`config.mk`:
```
export PLATFORM = sky130hd
export DESIGN_NAME = arith_seq_unit
export DESIGN_NICKNAME = d
export VERILOG_FILES = /design/src/rtl/cpu6502_pkg.sv /design/src/rtl/slice_adder.sv /design/src/rtl/arith_seq_unit.sv
export SDC_FILE = /design/constraint.sdc
export NUM_CORES = 1
export LEC_CHECK = 0
export ABC_AREA = 1
export BUFFER_PORTS_ARGS = -buffer_cell sky130_fd_sc_hd__buf_2
export CAP_MARGIN = 20
export CORE_MARGIN = 4
export CORE_UTILIZATION = 57
export CTS_BUF_LIST = sky130_fd_sc_hd__clkbuf_4 sky130_fd_sc_hd__clkbuf_8 sky130_fd_sc_hd__clkbuf_16
export CTS_CLUSTER_DIAMETER = 50
export DETAILED_ROUTE_END_ITERATION = 16
export PLACE_DENSITY = 0.87
export SLEW_MARGIN = 20
export SYNTH_ARGS = -nofsm -noshare
export SYNTH_HDL_FRONTEND = slang
export SYNTH_SLANG_ARGS = --single-unit
```
`constraint.sdc`:
```
create_clock -name clk -period 6.54 [get_ports clk]
set_input_delay 0 -clock clk [delete_from_list [all_inputs] [get_ports clk]]
set_output_delay 0 -clock clk [all_outputs]
set_load 0.02 [all_outputs]
```
`src/rtl/cpu6502_pkg.sv`:
```
// Shared encodings for the sequential slice ALU: operation codes, FSM
// states, status-flag bit positions and per-operation flag write enables.
package cpu6502_pkg;

  typedef enum logic [2:0] {
    OP_ADD = 3'b000,
    OP_ADC = 3'b001,
    OP_SBC = 3'b010,
    OP_AND = 3'b011,
    OP_ORA = 3'b100,
    OP_EOR = 3'b101,
    OP_LD  = 3'b110,
    OP_CMP = 3'b111
  } op_e;

  typedef enum logic {
    S_IDLE = 1'b0,
    S_RUN  = 1'b1
  } state_e;

  localparam int unsigned FLAG_C = 0;
  localparam int unsigned FLAG_Z = 1;
  localparam int unsigned FLAG_V = 6;
  localparam int unsigned FLAG_N = 7;

  localparam logic [7:0] ENA_ADD   = 8'h00;
  localparam logic [7:0] ENA_ARITH = 8'hC3;
  localparam logic [7:0] ENA_LOGIC = 8'h82;
  localparam logic [7:0] ENA_CMP   = 8'h83;

  // Subtract-type operations feed ~B into the adder.
  function automatic logic is_sub(input op_e op);
    return (op == OP_SBC) || (op == OP_CMP);
  endfunction

  // Carry entering the least-significant slice.
  function automatic logic init_carry(input op_e op, input logic c_in);
    case (op)
      OP_ADC, OP_SBC: return c_in;
      OP_CMP:         return 1'b1;
      default:        return 1'b0;
    endcase
  endfunction

  // Which flags the surrounding CPU should write back on completion.
  function automatic logic [7:0] flags_ena_for(input op_e op);
    case (op)
      OP_ADD:                         return ENA_ADD;
      OP_ADC, OP_SBC:                 return ENA_ARITH;
      OP_AND, OP_ORA, OP_EOR, OP_LD:  return ENA_LOGIC;
      default:                        return ENA_CMP;
    endcase
  endfunction

endpackage

```
`src/rtl/slice_adder.sv`:
```
// Combinational DATA_W-wide slice: binary add / subtract / logic, with
// optional per-nibble BCD correction when the slice is one byte wide.
module slice_adder
  import cpu6502_pkg::*;
#(
  parameter int unsigned DATA_W = 8
) (
  input  op_e               op,
  input  logic              bcd,
  input  logic [DATA_W-1:0] a,
  input  logic [DATA_W-1:0] b,
  input  logic              cin,
  output logic [DATA_W-1:0] res,
  output logic              cout,
  output logic              ovf
);

  logic [DATA_W-1:0] b_eff;
  logic [DATA_W:0]   sum;
  logic              bin_ovf;
  logic [DATA_W-1:0] bcd_res;
  logic              bcd_cout;
  logic              bcd_on;

  // Binary sum and signed overflow of this slice.
  always_comb begin
    b_eff   = is_sub(op) ? ~b : b;
    sum     = {1'b0, a} + {1'b0, b_eff} + {{DATA_W{1'b0}}, cin};
    bin_ovf = (a[DATA_W-1] == b_eff[DATA_W-1]) && (sum[DATA_W-1] != a[DATA_W-1]);
  end

  // Decimal correction only exists for byte slices; other widths stay binary.
  if (DATA_W == 8) begin : g_bcd
    logic [4:0] lo;
    logic [4:0] hi;
    logic [3:0] lo_n;
    logic [3:0] hi_n;
    logic       lc;
    logic       hc;

    // Per-nibble decimal adjust; subtraction detects borrow as no carry-out.
    always_comb begin
      lo = {1'b0, a[3:0]} + {1'b0, b_eff[3:0]} + {4'b0, cin};
      if (is_sub(op)) begin
        lc   = lo[4];
        lo_n = lc ? lo[3:0] : lo[3:0] - 4'd6;
      end else begin
        lc   = (lo > 5'd9);
        lo_n = lc ? lo[3:0] + 4'd6 : lo[3:0];
      end
      hi = {1'b0, a[7:4]} + {1'b0, b_eff[7:4]} + {4'b0, lc};
      if (is_sub(op)) begin
        hc   = hi[4];
        hi_n = hc ? hi[3:0] : hi[3:0] - 4'd6;
      end else begin
        hc   = (hi > 5'd9);
        hi_n = hc ? hi[3:0] + 4'd6 : hi[3:0];
      end
      bcd_res  = {hi_n, lo_n};
      bcd_cout = hc;
    end
    assign bcd_on = bcd;
  end else begin : g_no_bcd
    logic unused_bcd;
    assign unused_bcd = bcd;
    assign bcd_res    = '0;
    assign bcd_cout   = 1'b0;
    assign bcd_on     = 1'b0;
  end

  // Select the slice result for the requested operation.
  always_comb begin
    res  = '0;
    cout = 1'b0;
    ovf  = 1'b0;
    case (op)
      OP_ADD, OP_ADC, OP_SBC, OP_CMP: begin
        res  = sum[DATA_W-1:0];
        cout = sum[DATA_W];
        ovf  = bin_ovf;
        if (bcd_on && (op == OP_ADC || op == OP_SBC)) begin
          res  = bcd_res;
          cout = bcd_cout;
        end
      end
      OP_AND:  res = a & b;
      OP_ORA:  res = a | b;
      OP_EOR:  res = a ^ b;
      default: res = b;
    endcase
  end

endmodule

```
`src/rtl/arith_seq_unit.sv`:
```
// Sequential ALU: processes a W = DATA_W*NSLICE operand one slice per cycle,
// least-significant first, chaining carry through a register.
module arith_seq_unit
  import cpu6502_pkg::*;
#(
  parameter int unsigned DATA_W = 8,
  parameter int unsigned NSLICE = 2
) (
  input  logic                     clk,
  input  logic                     rst,
  input  logic                     start,
  input  logic [2:0]               op,
  input  logic                     decimal,
  input  logic [DATA_W*NSLICE-1:0] alu_a,
  input  logic [DATA_W*NSLICE-1:0] alu_b,
  input  logic [7:0]               flags_in,
  output logic                     busy,
  output logic                     done,
  output logic [DATA_W*NSLICE-1:0] alu_out,
  output logic [7:0]               flags_out,
  output logic [7:0]               flags_ena
);

  localparam int unsigned W     = DATA_W * NSLICE;
  localparam int unsigned CNT_W = (NSLICE > 1) ? $clog2(NSLICE) : 1;

  state_e            state;
  logic [CNT_W-1:0]  cnt;
  logic              carry;
  op_e               op_q;
  logic              dec_q;
  logic [W-1:0]      a_q;
  logic [W-1:0]      b_q;
  logic [W-1:0]      res_acc;

  logic [DATA_W-1:0] a_sl;
  logic [DATA_W-1:0] b_sl;
  logic [DATA_W-1:0] s_res;
  logic              s_cout;
  logic              s_ovf;
  logic              bcd_en;
  logic              last;
  logic [W-1:0]      full_res;
  logic [7:0]        next_flags;

  logic unused_flags;
  assign unused_flags = ^flags_in[7:1];

  // Pick the operand slice addressed by the slice counter.
  always_comb begin
    a_sl = '0;
    b_sl = '0;
    for (int unsigned i = 0; i < NSLICE; i++) begin
      if (cnt == CNT_W'(i)) begin
        a_sl = a_q[i*DATA_W +: DATA_W];
        b_sl = b_q[i*DATA_W +: DATA_W];
      end
    end
  end

  assign bcd_en = dec_q && (op_q == OP_ADC || op_q == OP_SBC);
  assign last   = (cnt == CNT_W'(NSLICE - 1));

  slice_adder #(.DATA_W(DATA_W)) u_slice (
    .op   (op_q),
    .bcd  (bcd_en),
    .a    (a_sl),
    .b    (b_sl),
    .cin  (carry),
    .res  (s_res),
    .cout (s_cout),
    .ovf  (s_ovf)
  );

  // Full result with the current slice merged in, so flags on the final
  // slice see the complete word in the same cycle.
  always_comb begin
    full_res = res_acc;
    for (int unsigned i = 0; i < NSLICE; i++) begin
      if (cnt == CNT_W'(i)) begin
        full_res[i*DATA_W +: DATA_W] = s_res;
      end
    end
  end

  // Status flags from the final word; V comes from the top slice.
  always_comb begin
    next_flags         = '0;
    next_flags[FLAG_N] = full_res[W-1];
    next_flags[FLAG_V] = s_ovf;
    next_flags[FLAG_Z] = (full_res == '0);
    next_flags[FLAG_C] = s_cout;
  end

  // Control FSM with registered result, flags and handshake outputs.
  always_ff @(posedge clk or posedge rst) begin
    if (rst) begin
      state     <= S_IDLE;
      cnt       <= '0;
      carry     <= 1'b0;
      op_q      <= OP_ADD;
      dec_q     <= 1'b0;
      a_q       <= '0;
      b_q       <= '0;
      res_acc   <= '0;
      busy      <= 1'b0;
      done      <= 1'b0;
      alu_out   <= '0;
      flags_out <= '0;
      flags_ena <= '0;
    end else begin
      done      <= 1'b0;
      flags_out <= '0;
      flags_ena <= '0;
      case (state)
        S_IDLE: begin
          if (start) begin
            op_q    <= op_e'(op);
            dec_q   <= decimal;
            a_q     <= alu_a;
            b_q     <= alu_b;
            carry   <= init_carry(op_e'(op), flags_in[FLAG_C]);
            cnt     <= '0;
            res_acc <= '0;
            busy    <= 1'b1;
            state   <= S_RUN;
          end
        end
        S_RUN: begin
          carry   <= s_cout;
          res_acc <= full_res;
          if (last) begin
            state     <= S_IDLE;
            busy      <= 1'b0;
            done      <= 1'b1;
            cnt       <= '0;
            flags_out <= next_flags;
            flags_ena <= flags_ena_for(op_q);
            if (op_q != OP_CMP) begin
              alu_out <= full_res;
            end
          end else begin
            cnt <= cnt + CNT_W'(1);
          end
        end
        default: state <= S_IDLE;
      endcase
    end
  end

endmodule
```
# Yosys cells after proc, flatten, opt, wreduce, memory -nomap -nowiden

Cells that the tools add are included.

Register bits after elaboration: 89
Input bits: 47
Output and inout port bits: 34
Word-level logic and storage cells: 99

Add/sub/neg operators: 11
Order comparisons: 2
Eq/ne operators: 15
Muxes and demuxes: 39
Bitwise operators: 5
Reductions and logical operators: 14

Operators by type and width:

| kind                                                                            | number |
|---|---|
| 8-bit 2-to-1 mux                                                                | 10 |
| 16-bit one-hot mux with 2 select lines                                          | 1 |
| 8-bit one-hot mux with 4 select lines                                           | 1 |
| 4-bit 2-to-1 mux                                                                | 6 |
| 8-bit one-hot mux with 3 select lines                                           | 1 |
| 16-bit logical NOT                                                              | 1 |
| 16-bit 2-to-1 mux                                                               | 1 |
| 3-bit equality test, second input constant                                      | 5 |
| 1-bit 2-to-1 mux                                                                | 14 |
| 4-bit by 4-bit adder with 5-bit output                                          | 2 |
| 5-bit by 1-bit adder with 5-bit output                                          | 2 |
| 5-bit by 4-bit greater-than comparator with 1-bit output, second input constant | 2 |
| 1-bit one-hot mux with 2 select lines                                           | 5 |
| 8-bit by 8-bit adder with 9-bit output                                          | 1 |
| 9-bit by 1-bit adder with 9-bit output                                          | 1 |
| 3-bit by 2-bit equality test with 1-bit output, second input constant           | 3 |
| 4-bit by 3-bit adder with 4-bit output, second input constant                   | 2 |
| 8-bit bitwise AND                                                               | 1 |
| 8-bit inverter                                                                  | 1 |
| 8-bit OR                                                                        | 1 |
| 4-bit OR reduction                                                              | 2 |
| 4-bit by 3-bit subtractor with 4-bit output, second input constant              | 2 |
| 8-bit bitwise XOR                                                               | 1 |
| 3-bit by 1-bit equality test with 1-bit output, second input constant           | 2 |
| 13 further kinds                                                                | 18 |

# Depth between registers and ports, before layout

Gate-level depths: netlist of the first run.

Depth after elaboration: 17
Gate-level depth with buffers: 38
Mapped depth without buffers: 36

# Cells and area by module

Synthesis of the first run repeated with hierarchy kept, for this count alone.

Cells, all modules: 716
Area, all modules: 5240.0 µm²

Modules (own cells, without submodules):

| module         | instances | cells an instance | area each (µm²) | seq. area each (µm²) |
|---|---|---|---|---|
| arith_seq_unit | 1         | 434               | 3544.6          | 2001.9 |
| slice_adder    | 1         | 282               | 1695.4          | 0.0 |

# Least setup slack after synthesis of the first run

No wires, ideal clock.

Kind: reg-to-reg
From: register cnt
To: register flags_out[1]
Library setup time: 0.071 ns
Arrival time: 4.543 ns
Data required time: 6.469 ns
Setup slack: 1.926 ns
Stages on the path, launching flop included: 34
Path buffers: 4
Clock period less this slack: 4.614 ns
Cells stage by stage: dfrtp_1 -> buf_2 -> clkbuf_8 -> clkbuf_1 -> clkbuf_1 -> nand2_1 -> o21ai_0 -> inv_1 -> ha_1 -> a21oi_1 -> nand2_2 -> inv_1 -> o21ai_0 -> fa_1 -> inv_1 -> fa_1 -> ha_1 -> inv_1 -> nor2_1 -> a21oi_1 -> nand2_1 -> nand2_1 -> nand2_1 -> nand2_1 -> nand2_1 -> nand2_1 -> nand2_1 -> nand2_1 -> nand2_1 -> nand3_1 -> nand2_1 -> nor2_1 -> nand4_1 -> nor2_1

Cells in the longest elaborated chain, start to end: 17
Elaborated cells on any way between the ends: 33
Those cells by class: add/sub: 10; order compare: 2; mux: 16; bitwise: 4; reduce/logical: 1

RTL lines:

| element                                                              | RTL line                             | source |
|---|---|---|
| start, declared                                                      | arith_seq_unit.sv:28                 | `logic [CNT_W-1:0] cnt;` |
| start signal, assigned                                               | arith_seq_unit.sv:143                | `cnt <= cnt + CNT_W'(1);` |
| 8-bit 2-to-1 mux                                                     | arith_seq_unit.sv:54                 | `if (cnt == CNT_W'(i)) begin` |
| 8-bit inverter                                                       | slice_adder.sv:27                    | `b_eff = is_sub(op) ? ~b : b;` |
| 8-bit 2-to-1 mux                                                     | slice_adder.sv:27                    |  |
| 4-bit by 4-bit adder with 5-bit output                               | slice_adder.sv:43                    | `lo = {1'b0, a[3:0]} + {1'b0, b_eff[3:0]} + {4'b0, cin};` |
| 5-bit by 1-bit adder with 5-bit output                               | slice_adder.sv:43                    |  |
| 5-bit by 4-bit greater-than comparator with 1-bit output             | slice_adder.sv:48                    | `lc = (lo > 5'd9);` |
| 1-bit 2-to-1 mux                                                     | slice_adder.sv:44                    | `if (is_sub(op)) begin` |
| 5-bit by 1-bit adder with 5-bit output                               | slice_adder.sv:51                    | `hi = {1'b0, a[7:4]} + {1'b0, b_eff[7:4]} + {4'b0, lc};` |
| 4-bit by 3-bit adder with 4-bit output, or another cell as far along | slice_adder.sv:57                    | `hi_n = hc ? hi[3:0] + 4'd6 : hi[3:0];` |
| 4-bit 2-to-1 mux (on tied branches)                                  | slice_adder.sv:57, slice_adder.sv:54 |  |
| 4-bit 2-to-1 mux                                                     | slice_adder.sv:52                    | `if (is_sub(op)) begin` |
| 8-bit 2-to-1 mux                                                     | slice_adder.sv:81                    | `if (bcd_on && (op == OP_ADC \|\| op == OP_SBC)) begin` |
| 8-bit one-hot mux with 4 select lines                                | slice_adder.sv:76                    | `case (op)` |
| 8-bit 2-to-1 mux                                                     | arith_seq_unit.sv:80                 | `if (cnt == CNT_W'(i)) begin` |
| 16-bit logical NOT                                                   | arith_seq_unit.sv:91                 | `next_flags[FLAG_Z] = (full_res == '0);` |
| 8-bit 2-to-1 mux (*)                                                 | arith_seq_unit.sv:132                | `if (last) begin` |
| 8-bit 2-to-1 mux (*)                                                 | arith_seq_unit.sv:115                | `case (state)` |
| end signal, assigned                                                 | arith_seq_unit.sv:137                | `flags_out <= next_flags;` |
| end, declared                                                        | arith_seq_unit.sv:20                 | `output logic [7:0] flags_out,` |

Every way passes the cells marked *; elsewhere a longest branch is shown, timed or not.
A chain may end at the register's enable or synchronous reset.

# Final worst setup path of the first run

Same ends and word-level chain as after synthesis.

==> summary.txt, run 1 <==
Outcome
  • Status: completed

Yosys
  • Most frequent cell after synthesis: nand2_1
  • Post-Syn Area: 5010 um^2
  • Synth Area in Compound Gates: 12.0%
  • Mapped Cells: 645
  • Cell taking the most area after synthesis: dfrtp_1
  • Post-Synth XOR/XNOR Area: 1.40%
  • Sequential element share of the synthesized area: 40.0%
  • Synth Area in Adders: 7.94%
  • Async S/R FF share, synth: 100%
  • Post-synthesis mux area share: 3.82%
  • Yosys warnings: 0
  • Synthesized area per cell: 7.77 um^2
  • Synthesis-stage register bit count: 80
  • Post-synth top cells: nand2_1 (175), inv_1 (92), dfrtp_1 (80)
  • Yosys top cell area share: 40.0%
  • Count of cell types in the netlist: 43
  • Post-synth EDFFs: 0
  • Largest family of logic cells by synthesized area: simple AND/OR/NAND/NOR gates
  • Leading register cell type out of synthesis: dfrtp_1
  • Simple logic cell fraction of the synthesized area: 24.2%
  • Largest cells by area after synthesis: dfrtp_1 (40%), nand2_1 (13%), inv_1 (6.9%), ha_1 (6.7%), o21ai_0 (4.9%)

Timing
  • Slew headroom: 35.4%
  • Clock Skews: 0.0130 ns
  • Worst slew pin tran: 0.969 ns
  • RSZ-0062 raised after global routing: no
  • Peak Freq: 187 MHz
  • Post-route minimum period: 5.36 ns
  • Endpoints failing setup: 0
  • Final hold vios: 0
  • Final period utilization: 81.9%
  • Setup TNS: 0 ns
  • Slew Limit Fails: 0

Routing
  • Antenna viol nets, final: 0
  • Drt drc: 0
  • Routed WL: 12,600 um
  • Post-DR wirelength/cell: 14.8 um
  • Via count: 4,543
  • First-pass detailed-route iteration total: 5
  • Initial DRC count: 304
  • Vias per cell: 5.34

Clock tree
  • PostCTS Resize Cnt: 0
  • CTS Buf Count: 9
  • Clock Pin Slew Worst Setup and Hold Paths: 0.08 ns
  • Post-CTS Hold Buffers: 38
  • CTS tree: built
  • H-tree Lvls: 3
  • Root buf cell: clkbuf_8
  • CTS sink count: 80
  • Post-CTS Setup Bufs: 0
  • Clk_lat worst skew: 0.36 ns
  • Clock Path Buffers: 2

Placement
  • Post-Place Cells: 795
  • Port Buffer Count: 65
  • Dpl cell area: 5340 um^2
  • RePlAce Congestion: 0.881
  • Detailed-placement wirelength estimate: 8460 um

Worst setup path
  • Critical path launch point type: register
  • CP max stage delay: 0.74 ns
  • Crit. End Element: register
  • Crit-path max FO: 26
  • Critical path type: register to register
  • Worst r2r src: cnt
  • CP Capture Point: flags_out[1]
  • R2R cell count: 33
  • Top cell by count, worst path: nand2_1
  • Critical Path Source: cnt
  • Worst r2r dst: flags_out[1]
  • Crit-path slowest cell: dfrtp_1
  • Req. time, crit path: 6.83 ns
  • Worst Path Arrival: 5.64 ns
  • R2r setup slk: 1.18 ns

Floorplan
  • Vert. Die Dim: 102 um
  • Starting Density: 59.8%
  • Die X: 102 um
  • Total core area: 8380 um^2
  • Ports: 81
  • Die footprint: 10,400 um^2
  • Row Count: 33

Run
  • Max-Cap Viols: 0

GRT
  • Largest net degree at the start of global routing: 81
  • Vias in the first global route: 4,469
  • Grt ovf: 0
  • Total GRT Usage: 24.9%
  • First-pass GRT wire length: 20,400 um
  • Initial antenna violation count: 0

Layout
  • Fin cells: 850
  • Synthesis-to-layout area growth: 18.9%
  • Nets: 817
  • Diodes inserted: 0
  • Fin util: 71.0%
  • Final instance area: 5950 um^2
  • Layout cell share with drive strength beyond 1: 17.4%

Min path
  • Hold path cells: 5
  • Worst hold path type: input port to register
==> layer usage <==
| metal | vias up | wire, um | track usage, % |
|---|---|---|---|
| li1 | 2227 | - | - |
| met1 | 2100 | 5220 | 31.7 |
| met2 | 186 | 6120 | 41.8 |
| met3 | 30 | 894 | 4.89 |
| met4 | 0 | 316 | 9.71 |
| met5 | - | 0 | 0 |
==> layout by cell type, fill, tap and decap left out, drive strengths merged <==
cell and instances:
a21oi 34, o21ai 63, nand4 5, o2111a 1, o22ai 4, o211ai 1
ha 27, inv 98, a221oi 5, nand2 181, nor3 1, xor2 3
mux2 17, bufinv 1, dlygate4sd3 38, nand3 40, xnor2 5, nand3b 3
clkbuf 9, a211oi 1, buf 68, dfrtp 80, clkinv 5, conb 8
fa 3, nor2 43, or2 1
==> registers in the layout, summed over array words and instances, names as in the netlist, 3 cells and up <==
name / count
a_q: 16
alu_out: 16
b_q: 16
flags_ena: 3
flags_out: 4
op_q: 3
res_acc: 16
==> layout make-up <==
class,instances,area [um^2]
fill,596,2430
sequential,80,2000
clock buffer,9,124
timing repair buffer,106,748
inverter,97,369
multi-input combinational,446,2500
clock inverter,7,77.6
tap,105,131
==> stage by stage <==
stage / worst slack (ns) / hold WS, ns
3_3_place_gp: 1.49 / 0.233
6_report: 1.18 / 0.139
4_1_cts: 1.27 / 0.131
5_1_grt: 0.560 / 0.173
3_5_place_dp: 1.30 / 0.236
2_1_floorplan: 1.93 / 0.151
==> cells by family (layout without fill, tap and decap cells) <==
group	after synthesis	count (layout)
adders and majority gates	30	30
buffers and inverters	126	219
muxes	17	17
AOI/OAI and AO/OA	109	109
DFF	80	80
other	1	8
and+or+nand+nor	274	274
xor gates and xnor gates	8	8
==> worst min-delay path by stage <==
stage,end,start,slack [ns]
after floorplan,a_q[1],alu_a[1],0.15
after global placement,a_q[6],alu_a[6],0.23
after detailed placement,a_q[2],alu_a[2],0.24
after CTS,carry,flags_in[0],0.13
after global routing,carry,flags_in[0],0.17
final,carry,flags_in[0],0.14
==> worst max-delay path, delay by kind of cell (launching register included) <==
kind | cells | cell delay (ns)
AO/OA/AOI/OAI | 4 | 0.75
AND/OR/NAND/NOR | 21 | 1.79
adder cells (fa/ha/maj) | 4 | 1.21
flip-flops | 1 | 0.74
buffers and inverters | 3 | 0.53
XOR/XNOR | 1 | 0.25
Power of run 1 is not shown: default switching activity piles up to over one toggle a cycle in this logic, so the estimate is an artifact.
==> run 2: changes to the inputs <==
==> constraint.sdc (replaced) <==
create_clock -name clk -period 5.2 [get_ports clk]
set_input_delay 0 -clock clk [delete_from_list [all_inputs] [get_ports clk]]
set_output_delay 0 -clock clk [all_outputs]
set_load 0.02 [all_outputs]
==> run 2 against run 1 <==
Effect of this change: via count increased by 3.0%; critical path depth increased by 2; die area unchanged; first-iteration DRC count decreased by 5.3%; final area increased by 0.71%; register-to-register slack got worse by 0.77 ns; sequential share of layout area decreased by 0.20 points; utilization increased by 0.51 points; clock skew decreased by 0.00054 ns; maximum frequency increased by 12%; highest routed layer unchanged.
==> summary.txt, run 2 (synthesized netlist as in run 1, its figures left out) <==
Routing
  • Post-DR wirelength/cell: 15.0 um
  • Routed WL: 12,800 um
  • First-pass detailed-route iteration total: 5
  • Antenna viol nets, final: 0
  • Drt drc: 0
  • Vias per cell: 5.46
  • Initial DRC count: 288
  • Via count: 4,679

Run
  • Max-Cap Viols: 0

Worst setup path
  • Critical path launch point type: register
  • Worst Path Arrival: 5.09 ns
  • Crit-path slowest cell: dfrtp_2
  • CP max stage delay: 0.44 ns
  • Top cell by count, worst path: nand2_1
  • Crit-path max FO: 17
  • Req. time, crit path: 5.50 ns
  • R2r setup slk: 0.42 ns
  • Critical path type: register to register
  • Crit. End Element: register

Layout
  • Most common cell after layout, fill and taps aside: nand2_1
  • Synthesis-to-layout area growth: 19.7%
  • Multi-input combinational cell area: 2500 um^2
  • Register area: 2000 um^2
  • Nets: 824
  • Diodes inserted: 0
  • Fin util: 71.5%
  • Final instance area: 6000 um^2
  • Layout cell share with drive strength beyond 1: 18.5%
  • Commonest cells after routing, fill and taps aside: nand2_1 (174), inv_1 (91), dfrtp_1 (78), buf_2 (65), o21ai_0 (46)
  • Filler cells: 632

Timing
  • Slew Limit Fails: 0
  • Post-route minimum period: 4.78 ns
  • Final hold vios: 0
  • Peak Freq: 209 MHz
  • Worst slew pin tran: 1.04 ns
  • Clock Skews: 0.0125 ns
  • RSZ-0062 raised after global routing: no
  • Setup TNS: 0 ns
  • Hold WS: 0.146 ns
  • Final period utilization: 92.0%
  • Slew headroom: 30.3%
  • Endpoints failing setup: 0

Clock tree
  • CTS Buf Count: 9
  • Clk_lat worst skew: 0.37 ns
  • CTS tree: built
  • CTS sink count: 80
  • Root buf cell: clkbuf_8
  • H-tree Lvls: 3
  • Clock Path Buffers: 2
  • Clock Pin Slew Worst Setup and Hold Paths: 0.09 ns

GRT
  • Vias in the first global route: 4,633
  • First-pass GRT wire length: 21,200 um
  • Largest net degree at the start of global routing: 81
  • Initial antenna violation count: 0
  • Total GRT Usage: 26.2%
  • Grt ovf: 0

Placement
  • Dpl cell area: 5360 um^2
  • RePlAce Congestion: 0.908
  • Detailed-placement wirelength estimate: 8780 um
  • Port Buffer Count: 65

Floorplan
  • Die footprint: 10,400 um^2
  • Vert. Die Dim: 102 um
  • Total core area: 8380 um^2
  • Ports: 81
  • Row Count: 33
  • Die X: 102 um
  • Starting Density: 59.8%

Min path
  • Worst hold path type: input port to register

Outcome
  • Status: completed
-- run 2: worst max-delay path, delay by kind of cell (launching register included) --
| kind | cells | cell delay [ns] |
|---|---|---|
| compound gates | 3 | 0.45 |
| simple gates | 22 | 1.81 |
| fa+ha+maj | 4 | 1.31 |
| buf+inv | 5 | 0.55 |
| flops | 1 | 0.44 |
| xor+xnor | 1 | 0.15 |
-- run 2: final timing paths --
path / start / end / cells past startpoint
hold reg to reg: alu_out[7] / alu_out[7] / 2
min in group asynchronous: rst / b_q[14] / 4
hold / removal: flags_in[0] / carry / 5
max in group asynchronous: rst / op_q[2] / 4
setup reg to reg: cnt / flags_out[1] / 35
setup / recovery: cnt / flags_out[1] / 35
-- run 2: area by class of cell --
cell class	count	share of cell area (%)
Multi-Input combinational cell	446	41.7
Inverter	97	6.16
Sequential cell	80	33.4
Clock inverter	7	1.42
Clock buffer	9	2.07
Tap cell	105	2.19
Timing Repair Buffer	113	13.0
-- run 2: layer usage --
metal	up-vias	GRT usage (%)	share of wire, %
li1	2243	-	-
met1	2228	33.0	42
met2	173	44.4	50
met3	35	4.68	5.4
met4	0	10.7	2.9
met5	-	0	0
-- run 2: through the flow --
stage                     worst slack (ns)  instances
after CTS                            0.353        851
after floorplan                      0.586        652
after detailed placement             0.397        797
final                                0.416        857
after global routing               0.00771        857
after global placement               0.600        797
-- run 2: what timing repair did --
item / 4_1_cts / 5_1_grt
hold buffers: 38 / 0
gates resized for setup: 0 / 5
endpoints found under the setup margin: 0 / 10
setup buffers: 0 / 6
hold endpoints to repair: 117 / 0
Power of run 2 is left out for the same reason.
